--- config.mk ---
export PLATFORM = sky130hd
export DESIGN_NAME = lsm_mem_unit
export DESIGN_NICKNAME = d
export VERILOG_FILES = /design/src/rtl/lsm_mem_unit.sv
export SDC_FILE = /design/constraint.sdc
export NUM_CORES = 1
export LEC_CHECK = 0
export ABC_CLOCK_PERIOD_IN_PS = 9000
export CAP_MARGIN = 20
export CORE_MARGIN = 1
export CORE_UTILIZATION = 55
export CTS_BUF_LIST = sky130_fd_sc_hd__clkbuf_8
export CTS_CLUSTER_SIZE = 14
export DETAILED_ROUTE_END_ITERATION = 16
export PLACE_DENSITY = 0.88
export SLEW_MARGIN = 25
export SYNTH_ARGS = -nofsm -noshare
export SYNTH_HDL_FRONTEND = slang
export SYNTH_SLANG_ARGS = --single-unit
--- constraint.sdc ---
create_clock -name clk -period 9 [get_ports clk]
set_input_delay 2.7 -clock clk [delete_from_list [all_inputs] [get_ports clk]]
set_output_delay 2.7 -clock clk [all_outputs]
set_load 0.02 [all_outputs]
--- src/rtl/lsm_mem_unit.sv ---
// Memory stage for LDM/STM block transfers: turns sequencer beats into req/ack bus
// cycles, writes load data to the register file and performs base writeback.
module lsm_mem_unit #(
    parameter int AW = 32,
    parameter int DW = 32
) (
    input  logic          clk,
    input  logic          rst_n,
    input  logic          i_start,
    input  logic [31:0]   i_base,
    input  logic [3:0]    i_base_reg,
    input  logic          i_u,
    input  logic          i_l,
    input  logic          i_w,
    input  logic [15:0]   i_reglist,
    input  logic          i_xfer_vld,
    input  logic [31:0]   i_xfer_off,
    input  logic [3:0]    i_xfer_reg,
    input  logic [DW-1:0] i_st_data,
    output logic          o_mem_req,
    output logic          o_mem_we,
    output logic [AW-1:0] o_mem_addr,
    output logic [DW-1:0] o_mem_wdata,
    input  logic          i_mem_ack,
    input  logic [DW-1:0] i_mem_rdata,
    output logic          o_rf_we,
    output logic [3:0]    o_rf_waddr,
    output logic [DW-1:0] o_rf_wdata,
    output logic          o_stall,
    output logic          o_busy
);

    typedef enum logic [1:0] {IDLE, XFER, BUS, WB} state_t;

    state_t        state_reg, state_next;

    logic [31:0]   base_reg;
    logic [3:0]    rn_reg;
    logic          u_reg, l_reg, w_reg, rn_in_list_reg;
    logic [4:0]    n_reg, done_reg;
    logic [AW-1:0] addr_reg;
    logic [DW-1:0] wdata_reg;
    logic [3:0]    xreg_reg;
    logic          req_reg, we_reg;
    logic          rf_we_reg;
    logic [3:0]    rf_waddr_reg;
    logic [DW-1:0] rf_wdata_reg;

    logic [4:0]    pop_cnt;
    logic [4:0]    done_inc;
    logic          more_beats;
    logic          wb_needed;
    logic [31:0]   addr_calc;
    logic [31:0]   wb_value;
    logic          start_take, xfer_take, ack_take, wb_active;

    always_comb begin
        pop_cnt = '0;
        for (int i = 0; i < 16; i++) begin
            pop_cnt = pop_cnt + {4'd0, i_reglist[i]};
        end
    end

    assign done_inc   = done_reg + 5'd1;
    assign more_beats = (done_inc < n_reg);
    // A load that includes Rn must keep the loaded value, so the base update is dropped.
    assign wb_needed  = w_reg & ~(l_reg & rn_in_list_reg);
    assign addr_calc  = u_reg ? (base_reg + i_xfer_off) : (base_reg - i_xfer_off);
    assign wb_value   = u_reg ? (base_reg + {25'd0, n_reg, 2'b00})
                              : (base_reg - {25'd0, n_reg, 2'b00});

    // State register
    always_ff @(posedge clk or negedge rst_n) begin
        if (!rst_n) begin
            state_reg <= IDLE;
        end else begin
            state_reg <= state_next;
        end
    end

    // Next-state logic
    always_comb begin
        state_next = state_reg;
        case (state_reg)
            IDLE: begin
                if (i_start && (pop_cnt != 5'd0)) begin
                    state_next = XFER;
                end
            end
            XFER: begin
                if (i_xfer_vld) begin
                    state_next = BUS;
                end
            end
            BUS: begin
                if (i_mem_ack) begin
                    if (more_beats) begin
                        state_next = i_xfer_vld ? BUS : XFER;
                    end else begin
                        state_next = wb_needed ? WB : IDLE;
                    end
                end
            end
            WB:      state_next = IDLE;
            default: state_next = IDLE;
        endcase
    end

    // Output / strobe decode
    always_comb begin
        start_take = (state_reg == IDLE) & i_start;
        ack_take   = (state_reg == BUS) & i_mem_ack;
        xfer_take  = ((state_reg == XFER) & i_xfer_vld) |
                     (ack_take & more_beats & i_xfer_vld);
        wb_active  = (state_reg == WB);
        o_stall    = ((state_reg == BUS) & ~i_mem_ack) | (state_reg == WB);
        o_busy     = (state_reg != IDLE);
    end

    always_ff @(posedge clk or negedge rst_n) begin
        if (!rst_n) begin
            base_reg       <= '0;
            rn_reg         <= '0;
            u_reg          <= 1'b0;
            l_reg          <= 1'b0;
            w_reg          <= 1'b0;
            rn_in_list_reg <= 1'b0;
            n_reg          <= '0;
            done_reg       <= '0;
            addr_reg       <= '0;
            wdata_reg      <= '0;
            xreg_reg       <= '0;
            req_reg        <= 1'b0;
            we_reg         <= 1'b0;
            rf_we_reg      <= 1'b0;
            rf_waddr_reg   <= '0;
            rf_wdata_reg   <= '0;
        end else begin
            req_reg <= (state_next == BUS);
            if (start_take) begin
                base_reg       <= i_base;
                rn_reg         <= i_base_reg;
                u_reg          <= i_u;
                l_reg          <= i_l;
                w_reg          <= i_w;
                n_reg          <= pop_cnt;
                rn_in_list_reg <= i_reglist[i_base_reg];
                done_reg       <= '0;
            end
            if (xfer_take) begin
                addr_reg  <= {addr_calc[AW-1:2], 2'b00};
                we_reg    <= ~l_reg;
                wdata_reg <= i_st_data;
                xreg_reg  <= i_xfer_reg;
            end
            if (ack_take) begin
                done_reg <= done_inc;
            end
            // Load write lands the cycle after ack; the WB write one cycle after that.
            rf_we_reg <= (ack_take & l_reg) | wb_active;
            if (wb_active) begin
                rf_waddr_reg <= rn_reg;
                rf_wdata_reg <= wb_value;
            end else if (ack_take) begin
                rf_waddr_reg <= xreg_reg;
                rf_wdata_reg <= i_mem_rdata;
            end
        end
    end

    assign o_mem_req   = req_reg;
    assign o_mem_we    = we_reg;
    assign o_mem_addr  = addr_reg;
    assign o_mem_wdata = wdata_reg;
    assign o_rf_we     = rf_we_reg;
    assign o_rf_waddr  = rf_waddr_reg;
    assign o_rf_wdata  = rf_wdata_reg;

endmodule

==> results of run 1 <==
## power breakdown
group          total, mW  switching [mW]  leakage, nW  internal, mW
Clock              0.529           0.298        0.190         0.231
Combinational       4.29            2.45         4.23          1.84
Sequential          1.31           0.257         1.92          1.05
## cells in the final DEF (no fill, tap or decap), drive strengths merged, types with 9 or more instances in the layout
master | synthesis | routed
nand3 | 22 | 22
mux2 | 41 | 41
clkdlybuf4s50 | 0 | 261
xor2 | 45 | 45
o21bai | 9 | 9
o21ai | 77 | 77
and2 | 10 | 10
nand2 | 243 | 243
ha | 72 | 72
a22oi | 14 | 14
clkbuf | 33 | 18
a21oi | 77 | 77
fa | 11 | 11
a31oi | 25 | 25
nor2 | 58 | 58
and3 | 11 | 11
xnor2 | 43 | 43
dfrtp | 157 | 157
nor3 | 13 | 13
a21o | 34 | 34
inv | 57 | 63
## worst reg2reg max path: cells and delay by family, from the launching register on
family / cells / cell delay [ns]
flops: 1 / 0.41
fa+ha+maj: 3 / 0.85
simple gates: 4 / 1.09
mux: 1 / 0.28
compound gates: 5 / 1.36
buf+inv: 1 / 0.10
## stage by stage
step / cells / setup WS [ns] / power [mW] / area (µm²)
floorplan: 1197 / 2.76 / 4.24 / 10600
global route: 1707 / 1.88 / 6.60 / 13800
finish: 1707 / 2.16 / 6.13 / 13800
CTS: 1706 / 2.20 / 6.09 / 13800
global placement: 1674 / 1.95 / 5.44 / 13400
detailed placement: 1674 / 1.81 / 5.54 / 13400
## layer usage
layer / vias to the layer above / GRT usage (%) / wire length, µm
met5: - / 0 / 0
met4: 0 / 9.50 / 680
met3: 55 / 5.33 / 1860
met2: 355 / 54.6 / 15100
met1: 4660 / 40.9 / 13200
li1: 4664 / - / -
## final timing paths
path | depth (start not counted) | end | start
worst max-delay path | 15 | o_mem_addr[28]$_DFFE_PN0P_ | i_xfer_off[3]
worst min-delay path | 2 | rn_in_list_reg$_DFFE_PN0P_ | rn_in_list_reg$_DFFE_PN0P_
worst max register to register | 14 | o_rf_wdata[31]$_DFFE_PN0P_ | n_reg[0]$_DFFE_PN0P_
worst min register to register | 2 | rn_in_list_reg$_DFFE_PN0P_ | rn_in_list_reg$_DFFE_PN0P_
max in group asynchronous | 3 | n_reg[2]$_DFFE_PN0P_ | rst_n
min in group asynchronous | 1 | o_mem_addr[17]$_DFFE_PN0P_ | rst_n
## area by class of cell
| cell class | instances | share of cell area (%) |
|---|---|---|
| Clock buffer | 18 | 1.79 |
| Clock inverter | 14 | 0.968 |
| Inverter | 57 | 1.55 |
| Multi-Input combinational cell | 932 | 45.5 |
| Sequential cell | 157 | 28.4 |
| Tap cell | 260 | 2.35 |
| Timing Repair Buffer | 269 | 19.4 |
## kinds of logic (layout without fill, tap and decap cells)
family | after synthesis | after routing | share of synthesized area (%)
and+or+nand+nor | 412 | 412 | 17.4
AOI/OAI and AO/OA | 297 | 297 | 17.7
DFF | 157 | 157 | 36.9
buffers and inverters | 108 | 358 | 4.31
xor gates and xnor gates | 88 | 88 | 7.25
adders and majority gates | 83 | 83 | 10.5
muxes | 50 | 50 | 5.78
other | 1 | 2 | 0.0353
==> qor.yml, run 1 <==
io_pins: 265
multi_input_area_um2: 6290
worstPathArrival_ns: 7.15
cp_max_fo: 7
irDropWorstVdd_v: 0.000251
num_vias: 9734
n_fill_cell: 1424
die_width_um: 141
seq_area_um2: 3930
crit_top_cell: "o211ai_1"
drc: 0
outcome: "finished clean"
clockBufferDepth: 2
syn_inst: 1196
ctsHoldBuffers: 0
drive_above_1_share_pct: 7.39
cellPowerDensity_nw_per_um2: 443
seq_area_frac_synth_pct: 36.9
postCtsSetupBuffers: 0
antenna_found_initial: 0
ant_nets: 0
synth_edf_count: 0
synth_top_area_share_pct: 36.9
hp-class: "reg2reg"
crit_type: "in2reg"
synthTopCellsByArea: "dfrtp_1, nand2_1, ha_1"
hpwlAfterDp_um: 23500
tritoncts: "yes"
die_y_um: 141
required_ns: 9.31
grt.overflow.total: 0
cts_buffers: 17
leakage_nw: 6.34
slew_viol_final: 0
whs_ns: 0.483
synth_top_cell_by_area: "dfrtp_1"
coreArea_um2: 18800
ys.flop_type: "dfrtp_1"
row_count: 50
clock_sinks: 157
port_buffers: 262
r2r_slack_ns: 4.84
worst_pin_slew_ns: 1.02
cts_resized: 0
drt_iter0_markers: 546
ctsHtreeMaxLevel: 4
grt_use_total_pct: 31.7
cp_slowest_stage_delay_ns: 0.59
cp.buffers_inverters: 1
crit_family: "compound AO/OA/AOI/OAI gates"
grt_pass1_wl_um: 49300
skew_ns: 0.0172
post-route-util_pct: 73.5
fmax_mhz: 146
clkTransAtPathRegs_ns: 0.09
setup_tns_ns: 0
area_delta_synth_final_pct: 30.1
cp_cell_sequence: "clkdlybuf4s50_1 -> or3_1 -> nor4_1 -> nor2b_1 -> a21oi_1 -> xor2_1 -> ha_1 -> a2111oi_0 -> o21ai_0 -> nand2_1 -> nand4_1 -> a311oi_1 -> o211ai_1 -> mux2i_1 -> o211ai_1"
relSlewSlack_pct: 32.0
grt_max_degree: 87
start_util_pct: 56.5
diodes: 0
setup_viol: 0
insertion_delay_ns: 0.46
clockRootBuffer: "clkbuf_8"
fin_crit_ns: 6.84
syn_avg_cell_area_um2: 8.89
slowest_stage: "nor2b_1"
syn-cell-area_um2: 10600
synth_common_cells: "nand2_1, dfrtp_1, a21oi_1"
drt_pass1_iterations: 5
grt_pass1_vias: 9657
yosys.cell_types.count: 79
async_reset_ff_share_pct: 100
drv_cap: 0
ys_ff_latch: 157
dieArea_um2: 19900
hold_violations: 0
start_kind: "primary input"
rsz0062_at_grt: "no"
fin_crit_sh_pct: 76.0
drt-vias-per-instance: 5.70
gp_congestion: 0.933
wire_per_inst_um: 18.1
wirelength_um: 30800
endpoint_kind: "register"
yosysMostFrequentCell: "nand2_1"
yosys_warnings: 0
fin_nets: 1677
No activity file was read; power rests on OpenSTA's default activity.
==> run 2, diff against run 1 <==
- ABC_CLOCK_PERIOD_IN_PS: 9000 -> 7090
- CORE_UTILIZATION: 55 -> 52
- PLACE_DENSITY: 0.88 -> 0.84
- clock period: 9 -> 7.09 ns (I/O delays scaled with it)
==> qor.yml, run 2 (same netlist as run 1, synthesis figures left out) <==
drt_iter0_markers: 611
crit_family: "simple AND/OR/NAND/NOR gates"
min-delay-start: "o_mem_addr[13]$_DFFE_PN0P_"
worst_pin_slew_ns: 0.938
worstPathArrival_ns: 6.28
fin_crit_ns: 5.94
relSlewSlack_pct: 37.4
drt-vias-per-instance: 5.65
num_vias: 9693
port_buffers: 262
row_count: 51
dp.cells: 1683
cp.buffers_inverters: 2
ctsHoldBuffers: 0
skew_ns: 0.0144
cellPowerDensity_nw_per_um2: 563
r2r-start: "n_reg[1]$_DFFE_PN0P_"
coreArea_um2: 19800
hold_violations: 0
clockBufferDepth: 2
grt_pass1_wl_um: 49700
clock_sinks: 157
antenna_found_initial: 0
crit_start: "i_xfer_off[0]"
outcome: "finished clean"
start_kind: "primary input"
wirelength_um: 30600
final_common_cell: "clkdlybuf4s50_1"
setup_viol: 0
hp-class: "reg2reg"
postCtsSetupBuffers: 0
drv_cap: 0
fin_nets: 1680
ctsHtreeMaxLevel: 4
gp_congestion: 1.02
cp_max_fo: 7
grt_max_degree: 91
drive_above_1_share_pct: 7.66
fmax_mhz: 168
die_width_um: 145
slowest_stage: "nor4bb_1"
fin_crit_sh_pct: 83.8
rsz0062_at_grt: "no"
ant_nets: 0
n_fill_cell: 1558
leakage_nw: 6.38
insertion_delay_ns: 0.47
area_delta_synth_final_pct: 30.7
tritoncts: "yes"
io_pins: 265
die_y_um: 145
cp_cell_sequence: "clkdlybuf4s50_1 -> nor3_1 -> nor4bb_1 -> buf_4 -> a21oi_1 -> xor2_1 -> ha_1 -> nand3_1 -> nor3b_1 -> o21ai_0 -> o211ai_1 -> a31oi_1 -> o31ai_1 -> xnor2_1 -> o21ai_0"
clockRootBuffer: "clkbuf_8"
instances_no_fill: 1715
clkTransAtPathRegs_ns: 0.10
grt_use_total_pct: 29.7
dieArea_um2: 21000
setup_tns_ns: 0
diodes: 0
wire_per_inst_um: 17.8
crit_top_cell: "o21ai_0"
slew_viol_final: 0
required_ns: 7.42
endpoint_kind: "register"
crit_type: "in2reg"
start_util_pct: 53.8
grt_pass1_vias: 9621
cp_slowest_stage_delay_ns: 0.59
cts_buffers: 17
grt.overflow.total: 0
cts_resized: 0
mostFrequentLayoutCells: "clkdlybuf4s50_1, nand2_1, dfrtp_1"
drt_pass1_iterations: 5
irDropWorstVdd_v: 0.000295
drc: 0
hpwlAfterDp_um: 23400
run 2: cell types whose count changed in the layout (fill, tap and decap cells not counted), sizes merged:
| cell | delta |
|---|---|
| inv | +3 |
| clkinv | -2 |
| buf | +3 |
| clkinvlp | -3 |
| bufinv | +2 |
run 2: final timing paths:
path,slack [ns],end,depth (start not counted)
setup / recovery,1.15,o_mem_addr[31]$_DFFE_PN0P_,15
hold / removal,0.49,o_mem_addr[13]$_DFFE_PN0P_,2
setup reg to reg,2.95,o_rf_wdata[31]$_DFFE_PN0P_,14
hold reg to reg,0.49,o_mem_addr[13]$_DFFE_PN0P_,2
max in group asynchronous,4.00,o_rf_waddr[3]$_DFFE_PN0P_,2
min in group asynchronous,1.69,o_mem_addr[14]$_DFFE_PN0P_,1
run 2: worst reg2reg max path, cell delays in order, from the launching register on:
cell,delay (ns)
dfrtp_1,0.44
inv_1,0.10
ha_1,0.20
and3_1,0.21
ha_1,0.26
mux2_2,0.27
ha_1,0.36
nand3_1,0.11
o211ai_2,0.29
a211oi_1,0.16
or4_4,0.55
a31o_1,0.26
a2111o_1,0.48
a21oi_1,0.24
o31ai_2,0.09
run 2: layer usage:
layer | part of all wire, % | track usage (%) | vias to the layer above | wire [µm]
met5 | 0 | 0 | - | 0
met4 | 2.8 | 11.3 | 0 | 862
met3 | 6.6 | 5.50 | 60 | 2030
met2 | 48 | 49.2 | 375 | 14700
met1 | 42 | 38.6 | 4592 | 13000
li1 | - | - | 4666 | -
run 2: power breakdown:
part / switching [mW] / internal [mW] / total [mW]
registers: 0.314 / 1.33 / 1.65
logic: 3.07 / 2.34 / 5.42
clock network: 0.383 / 0.373 / 0.756
total: 3.77 / 4.05 / 7.82
run 2: cell type report:
cell class                      count  area [µm²]  share of cell area [%]
Multi-Input combinational cell    932        6280                    45.2
Sequential cell                   157        3930                    28.3
Timing Repair Buffer              272        2700                    19.4
Tap cell                          265         332                    2.39
Clock buffer                       18         248                    1.78
Inverter                           57         214                    1.54
Clock inverter                     14         193                    1.39
run 2: metrics by stage:
stage	hold slack, ns	setup slack [ns]	instance area [µm²]	power (mW)	util (%)
after global placement	0.461	0.818	13400	6.88	68.0
final	0.486	1.15	13900	7.82	70.2
after floorplan	0.446	1.42	10600	5.38	-
after global routing	0.506	0.867	13900	8.44	70.2
after CTS	0.490	1.21	13900	7.80	70.2
after detailed placement	0.468	0.683	13400	7.01	68.0
